$ cat src/rtl/mips_ctrl_pkg.sv
// mips_ctrl_pkg
//   Shared encodings for the multicycle MIPS control path: opcode constants,
//   FSM state encoding, and the ula_operation / alu_src_b / pc_source select
//   codes. The datapath and ula_control import the same definitions.
package mips_ctrl_pkg;

  // instruction[31:26]
  localparam logic [5:0] OP_R    = 6'b000000;
  localparam logic [5:0] OP_LW   = 6'b100011;
  localparam logic [5:0] OP_SW   = 6'b101011;
  localparam logic [5:0] OP_BEQ  = 6'b000100;
  localparam logic [5:0] OP_J    = 6'b000010;
  localparam logic [5:0] OP_ADDI = 6'b001000;

  typedef enum logic [3:0] {
    S_FETCH     = 4'd0,
    S_DECODE    = 4'd1,
    S_MEM_ADDR  = 4'd2,
    S_MEM_READ  = 4'd3,
    S_MEM_WB    = 4'd4,
    S_MEM_WRITE = 4'd5,
    S_EXECUTE   = 4'd6,
    S_R_WB      = 4'd7,
    S_BRANCH    = 4'd8,
    S_JUMP      = 4'd9,
    S_ADDI_EXEC = 4'd10,
    S_ADDI_WB   = 4'd11
  } state_t;

  // ula_operation, consumed by ula_control
  localparam logic [1:0] ULA_ADD   = 2'b00;
  localparam logic [1:0] ULA_SUB   = 2'b01;
  localparam logic [1:0] ULA_FUNCT = 2'b10;

  // alu_src_b select
  localparam logic [1:0] ASB_REG_B   = 2'b00;
  localparam logic [1:0] ASB_FOUR    = 2'b01;
  localparam logic [1:0] ASB_SEXT    = 2'b10;
  localparam logic [1:0] ASB_SEXT_SH = 2'b11;

  // pc_source select
  localparam logic [1:0] PCS_ALU    = 2'b00;
  localparam logic [1:0] PCS_ALUOUT = 2'b01;
  localparam logic [1:0] PCS_JUMP   = 2'b10;

  function automatic logic is_legal_opcode(input logic [5:0] op);
    case (op)
      OP_R, OP_LW, OP_SW, OP_BEQ, OP_J, OP_ADDI: is_legal_opcode = 1'b1;
      default:                                   is_legal_opcode = 1'b0;
    endcase
  endfunction

endpackage

$ cat src/rtl/mips_ctrl_outputs.sv
// mips_ctrl_outputs
//   Pure decoder from FSM state to datapath controls. Only FETCH looks at
//   i_mem_ready: the IR and PC are loaded on the cycle the fetch completes.
// Ports:
//   i_state, i_mem_ready          current state, memory handshake
//   o_pc_write .. o_reg_write     write strobes and 1-bit selects
//   o_alu_src_b, o_ula_operation, o_pc_source   2-bit selects
module mips_ctrl_outputs
  import mips_ctrl_pkg::*;
(
  input  state_t     i_state,
  input  logic       i_mem_ready,
  output logic       o_pc_write,
  output logic       o_pc_write_cond,
  output logic       o_i_or_d,
  output logic       o_mem_read,
  output logic       o_mem_write,
  output logic       o_ir_write,
  output logic       o_mem_to_reg,
  output logic       o_reg_dst,
  output logic       o_reg_write,
  output logic       o_alu_src_a,
  output logic [1:0] o_alu_src_b,
  output logic [1:0] o_ula_operation,
  output logic [1:0] o_pc_source
);

  always_comb begin
    o_pc_write      = 1'b0;
    o_pc_write_cond = 1'b0;
    o_i_or_d        = 1'b0;
    o_mem_read      = 1'b0;
    o_mem_write     = 1'b0;
    o_ir_write      = 1'b0;
    o_mem_to_reg    = 1'b0;
    o_reg_dst       = 1'b0;
    o_reg_write     = 1'b0;
    o_alu_src_a     = 1'b0;
    o_alu_src_b     = ASB_REG_B;
    o_ula_operation = ULA_ADD;
    o_pc_source     = PCS_ALU;
    case (i_state)
      S_FETCH: begin
        // PC+4 is computed every fetch cycle but only committed with the IR
        o_mem_read  = 1'b1;
        o_alu_src_b = ASB_FOUR;
        o_ir_write  = i_mem_ready;
        o_pc_write  = i_mem_ready;
      end
      S_DECODE: begin
        // speculative branch target into ALUOut
        o_alu_src_b = ASB_SEXT_SH;
      end
      S_MEM_ADDR, S_ADDI_EXEC: begin
        o_alu_src_a = 1'b1;
        o_alu_src_b = ASB_SEXT;
      end
      S_MEM_READ: begin
        o_mem_read = 1'b1;
        o_i_or_d   = 1'b1;
      end
      S_MEM_WB: begin
        o_reg_write  = 1'b1;
        o_mem_to_reg = 1'b1;
      end
      S_MEM_WRITE: begin
        o_mem_write = 1'b1;
        o_i_or_d    = 1'b1;
      end
      S_EXECUTE: begin
        o_alu_src_a     = 1'b1;
        o_ula_operation = ULA_FUNCT;
      end
      S_R_WB: begin
        o_reg_write = 1'b1;
        o_reg_dst   = 1'b1;
      end
      S_BRANCH: begin
        o_alu_src_a     = 1'b1;
        o_ula_operation = ULA_SUB;
        o_pc_write_cond = 1'b1;
        o_pc_source     = PCS_ALUOUT;
      end
      S_JUMP: begin
        o_pc_write  = 1'b1;
        o_pc_source = PCS_JUMP;
      end
      S_ADDI_WB: begin
        o_reg_write = 1'b1;
      end
      default: ;
    endcase
  end

endmodule

$ cat src/rtl/mips_multicycle_control.sv
// mips_multicycle_control
//   Moore FSM sequencing fetch/decode/execute/memory/write-back for the
//   multicycle MIPS datapath, plus a retired-instruction counter.
// Ports:
//   i_clock, i_reset_n (async, active-low), i_opcode (IR[31:26]), i_mem_ready
//   o_* datapath strobes/selects, o_illegal_op (DECODE pulse),
//   o_state (debug), o_instr_count (retired instructions, wraps)
module mips_multicycle_control
  import mips_ctrl_pkg::*;
(
  input  logic        i_clock,
  input  logic        i_reset_n,
  input  logic [5:0]  i_opcode,
  input  logic        i_mem_ready,
  output logic        o_pc_write,
  output logic        o_pc_write_cond,
  output logic        o_i_or_d,
  output logic        o_mem_read,
  output logic        o_mem_write,
  output logic        o_ir_write,
  output logic        o_mem_to_reg,
  output logic        o_reg_dst,
  output logic        o_reg_write,
  output logic        o_alu_src_a,
  output logic [1:0]  o_alu_src_b,
  output logic [1:0]  o_ula_operation,
  output logic [1:0]  o_pc_source,
  output logic        o_illegal_op,
  output logic [3:0]  o_state,
  output logic [31:0] o_instr_count
);

  state_t      r_state;
  state_t      w_next_state;
  logic [31:0] r_instr_count;
  logic        w_retire;

  logic w_pc_write, w_pc_write_cond, w_mem_write, w_ir_write, w_reg_write;

  mips_ctrl_outputs u_outputs (
    .i_state         (r_state),
    .i_mem_ready     (i_mem_ready),
    .o_pc_write      (w_pc_write),
    .o_pc_write_cond (w_pc_write_cond),
    .o_i_or_d        (o_i_or_d),
    .o_mem_read      (o_mem_read),
    .o_mem_write     (w_mem_write),
    .o_ir_write      (w_ir_write),
    .o_mem_to_reg    (o_mem_to_reg),
    .o_reg_dst       (o_reg_dst),
    .o_reg_write     (w_reg_write),
    .o_alu_src_a     (o_alu_src_a),
    .o_alu_src_b     (o_alu_src_b),
    .o_ula_operation (o_ula_operation),
    .o_pc_source     (o_pc_source)
  );

  // FETCH strobes depend on i_mem_ready, so gate every write strobe with
  // reset to keep the datapath quiet while reset is held.
  assign o_pc_write      = w_pc_write      & i_reset_n;
  assign o_pc_write_cond = w_pc_write_cond & i_reset_n;
  assign o_mem_write     = w_mem_write     & i_reset_n;
  assign o_ir_write      = w_ir_write      & i_reset_n;
  assign o_reg_write     = w_reg_write     & i_reset_n;

  assign o_illegal_op  = (r_state == S_DECODE) && !is_legal_opcode(i_opcode);
  assign o_state       = r_state;
  assign o_instr_count = r_instr_count;

  always_comb begin
    w_next_state = r_state;
    case (r_state)
      S_FETCH:  if (i_mem_ready) w_next_state = S_DECODE;
      S_DECODE: begin
        case (i_opcode)
          OP_LW, OP_SW: w_next_state = S_MEM_ADDR;
          OP_R:         w_next_state = S_EXECUTE;
          OP_BEQ:       w_next_state = S_BRANCH;
          OP_J:         w_next_state = S_JUMP;
          OP_ADDI:      w_next_state = S_ADDI_EXEC;
          default:      w_next_state = S_FETCH;
        endcase
      end
      S_MEM_ADDR: begin
        if (i_opcode == OP_LW)      w_next_state = S_MEM_READ;
        else if (i_opcode == OP_SW) w_next_state = S_MEM_WRITE;
        else                        w_next_state = S_FETCH;
      end
      S_MEM_READ:  if (i_mem_ready) w_next_state = S_MEM_WB;
      S_MEM_WRITE: if (i_mem_ready) w_next_state = S_FETCH;
      S_EXECUTE:   w_next_state = S_R_WB;
      S_ADDI_EXEC: w_next_state = S_ADDI_WB;
      S_MEM_WB, S_R_WB, S_BRANCH, S_JUMP, S_ADDI_WB: w_next_state = S_FETCH;
      default:     w_next_state = S_FETCH;
    endcase
  end

  // An instruction retires when the FSM re-enters FETCH; waiting in FETCH
  // for the memory does not count.
  assign w_retire = (r_state != S_FETCH) && (w_next_state == S_FETCH);

  always_ff @(posedge i_clock or negedge i_reset_n) begin
    if (!i_reset_n) begin
      r_state       <= S_FETCH;
      r_instr_count <= '0;
    end else begin
      r_state <= w_next_state;
      if (w_retire) r_instr_count <= r_instr_count + 32'd1;
    end
  end

endmodule

$ cat config.mk
export PLATFORM = sky130hd
export DESIGN_NAME = mips_multicycle_control
export DESIGN_NICKNAME = d
export VERILOG_FILES = /design/src/rtl/mips_ctrl_pkg.sv /design/src/rtl/mips_ctrl_outputs.sv /design/src/rtl/mips_multicycle_control.sv
export SDC_FILE = /design/constraint.sdc
export NUM_CORES = 1
export LEC_CHECK = 0
export ABC_AREA = 1
export CORE_UTILIZATION = 39
export DETAILED_ROUTE_END_ITERATION = 8
export DONT_BUFFER_PORTS = 1
export MAX_ROUTING_LAYER = met4
export SLEW_MARGIN = 20
export SYNTH_ARGS = -nofsm -noshare
export SYNTH_HDL_FRONTEND = slang
export SYNTH_SLANG_ARGS = --single-unit
$ cat constraint.sdc
create_clock -name i_clock -period 2.61 [get_ports i_clock]
set_input_delay 0.783 -clock i_clock [delete_from_list [all_inputs] [get_ports i_clock]]
set_output_delay 0.783 -clock i_clock [all_outputs]
set_load 0.005 [all_outputs]
==> impl_metrics.py <==
metrics = {
    "placed_design": {
        "portBuffers": 0,
        "gp_congestion": 0.8807,
        "dp_hpwl_mm": 5.281,
    },
    "clocking": {
        "clkTransAtPathRegs_ns": 0.08,
        "cts_buffers": 5,
        "cts_tree": "done",
        "cts_buffer_depth": 2,
        "cts_num_sinks": 36,
        "root_buffer": "clkbuf_8",
        "htreeDepth": 2,
        "ctsResizeCount": 0,
        "clkLatencyLatePin_ns": 0.29,
        "hold_buffers": 0,
        "postCtsSetupRepairBufs": 0,
    },
    "sta": {
        "period_share_pct": 94.03,
        "hold_viol_final": 0,
        "finalCriticalPeriod_ns": 2.454,
        "rsz0062_at_grt": "false",
        "finalSetupTns_ns": 0,
        "setup_violations": 0,
        "holdWs_ns": 0.1758,
        "worstMarginPinSlew_ns": 0.5024,
        "max_freq_ghz": 0.4075,
        "finalClockSkew_ns": 0.009336,
        "slew_headroom_pct": 65.64,
        "drv_slew": 0,
    },
    "cells_and_area": {
        "multi_input_area_um2": 1644,
        "fill_cells": 732,
        "drive_above_1_share_pct": 4.577,
        "areaGrowthSynthToFinish_pct": 5.016,
        "mostFrequentLayoutCells": "198 x nand2_1, 78 x nor2_1, 36 x dfrtp_1, 32 x nand4_1, 24 x inv_1",
        "seqCellArea_um2": 900.9,
        "final_common_cell": "nand2_1",
        "fin_nets": 447,
        "diodes": 0,
    },
    "worst_hold_path": {
        "hold_path.class": "primary input to async pin",
    },
    "detailed_routing": {
        "drt_iter0_markers": 138,
        "wl_mm": 7.095,
        "post_drt_wl_per_cell_um": 13.31,
        "antenna_left": 0,
        "drt_pass1_iterations": 4,
        "drc_errors": 0,
        "vias": 2713,
        "vias_per_cell": 5.090,
    },
    "grt": {
        "grt_pass1_wl_mm": 12.07,
        "grt_antenna_before_repair": 0,
        "grt_overflow": 0,
        "grt_pass1_vias": 2564,
        "track_usage_pct": 21.01,
        "grt_max_degree": 40,
    },
    "yosys": {
        "ys_seq_area_share_pct": 32.83,
        "yosys.area_share.xor_xnor_pct": 4.788,
        "synthAdderAreaFrac_pct": 0.4560,
        "synth_compound_gate_area_share_pct": 0.8664,
        "muxShareOfSynthArea_pct": 0,
        "yosysWarningCount": 0,
        "synth_edf_count": 0,
        "async_flop_share_pct": 100.0,
        "syn_area_um2": 2744,
        "synth_simple_gate_area_share_pct": 53.81,
        "syn_inst": 439,
        "ys_seq_elements": 36,
        "synth_top_family_by_area": "simple AND/OR/NAND/NOR gates",
        "syn_area_per_cell_um2": 6.250,
        "yosys_most_used_dff": "dfrtp_1",
        "yosys.cell_types.count": 24,
        "synth.net_count": 449,
    },
    "setup_path": {
        "worstSetupPathType": "register to primary output",
        "startpoint_type": "register",
        "required_ns": 1.83,
        "worstPathMaxFanout": 5,
        "cp-end-kind": "primary output",
        "worstPathArrival_ns": 1.67,
    },
    "status": {
        "status": "complete, no violations",
    },
    "run": {
        "maxCapViolCount": 0,
    },
    "floorplan": {
        "ios": 62,
        "die_x_um": 85.88,
        "rows": 30,
        "initial_utilization_pct": 40.39,
        "die_area_um2": 7375,
        "die_h_um": 85.88,
        "coreArea_um2": 6794,
    },
    "power_and_ir_drop": {
        "power_density_nw_per_um2": 435.6,
        "vdd_ir_drop_max_mv": 0.1863,
        "leakage_nw": 1.462,
    },
}
==> where the power goes <==
group          internal, W  switching (W)
registers         0.000592      0.0000603
logic            0.0000664       0.000155
clock network     0.000182       0.000200
==> final timing paths <==
check	startpoint	cells past startpoint	slack, ns	end
worst max-delay path	o_state[0]$_DFF_PN0_	4	0.16	o_illegal_op
worst min-delay path	i_reset_n	0	0.18	o_state[1]$_DFF_PN0_
worst max register to register	o_instr_count[0]$_DFFE_PN0P_	10	0.59	o_instr_count[28]$_DFFE_PN0P_
worst min register to register	o_instr_count[31]$_DFFE_PN0P_	2	0.55	o_instr_count[31]$_DFFE_PN0P_
max in group asynchronous	i_reset_n	0	2.34	o_instr_count[1]$_DFFE_PN0P_
min in group i_clock	o_instr_count[31]$_DFFE_PN0P_	2	0.55	o_instr_count[31]$_DFFE_PN0P_
==> worst max-delay path, stage by stage (launching register included) <==
cell       delay, ns
dfrtp_1         0.45
inv_2           0.07
nor2_1          0.18
nand2_1         0.16
a2111oi_0       0.51
==> kinds of logic (layout without fill, tap and decap cells) <==
family	after synthesis	count (layout)
AOI/OAI and AO/OA	3	3
xor gates and xnor gates	15	15
adders and majority gates	1	1
buffers and inverters	42	40
DFF	36	36
and+or+nand+nor	342	342
==> metal layers <==
layer	track usage, %	wire length, um
met4	5.758	130
met5	-	0
met1	25.51	3188
met3	4.331	336
met2	35.35	3440
==> registers in the layout, summed over array words and instances (netlist names) <==
| register | flops |
|---|---|
| o_instr_count | 32 |
| o_state | 4 |
==> final cells by class <==
cell class	instances	share of cell area (%)
Multi-Input combinational cell	361	57.06
Sequential cell	36	31.26
Tap cell	96	4.168
Inverter	29	3.778
Clock buffer	6	2.518
Timing Repair Buffer	4	1.042
Clock inverter	1	0.1737
==> synthesized netlist by cell type, types with 3 or more instances <==
cell type	instances	area, um^2
nand3_1	10	50.05
nand3b_1	16	120.1
xor2_1	11	96.34
buf_4	4	30.03
inv_2	3	11.26
nand4_1	32	200.2
buf_2	3	15.01
nand2_1	198	743.2
buf_6	3	33.78
dfrtp_1	36	900.9
nor2_2	3	18.77
nor2_1	78	292.8
clkbuf_1	3	11.26
inv_1	24	90.09
xnor2_1	4	35.03
==> metrics by stage <==
stage / area (um^2) / util, % / power [W] / instances / setup WS (ns)
3_3_place_gp: 2804 / 41.27 / 0.0008818 / 526 / 0.2644
3_5_place_dp: 2804 / 41.27 / 0.0008874 / 526 / 0.2638
6_report: 2882 / 42.41 / 0.001255 / 533 / 0.1557
4_1_cts: 2882 / 42.41 / 0.001272 / 533 / 0.1428
2_1_floorplan: 2744 / - / 0.0008420 / 439 / 0.3573
5_1_grt: 2882 / 42.41 / 0.001339 / 533 / 0.06718
(Power assumes the default switching activity.)
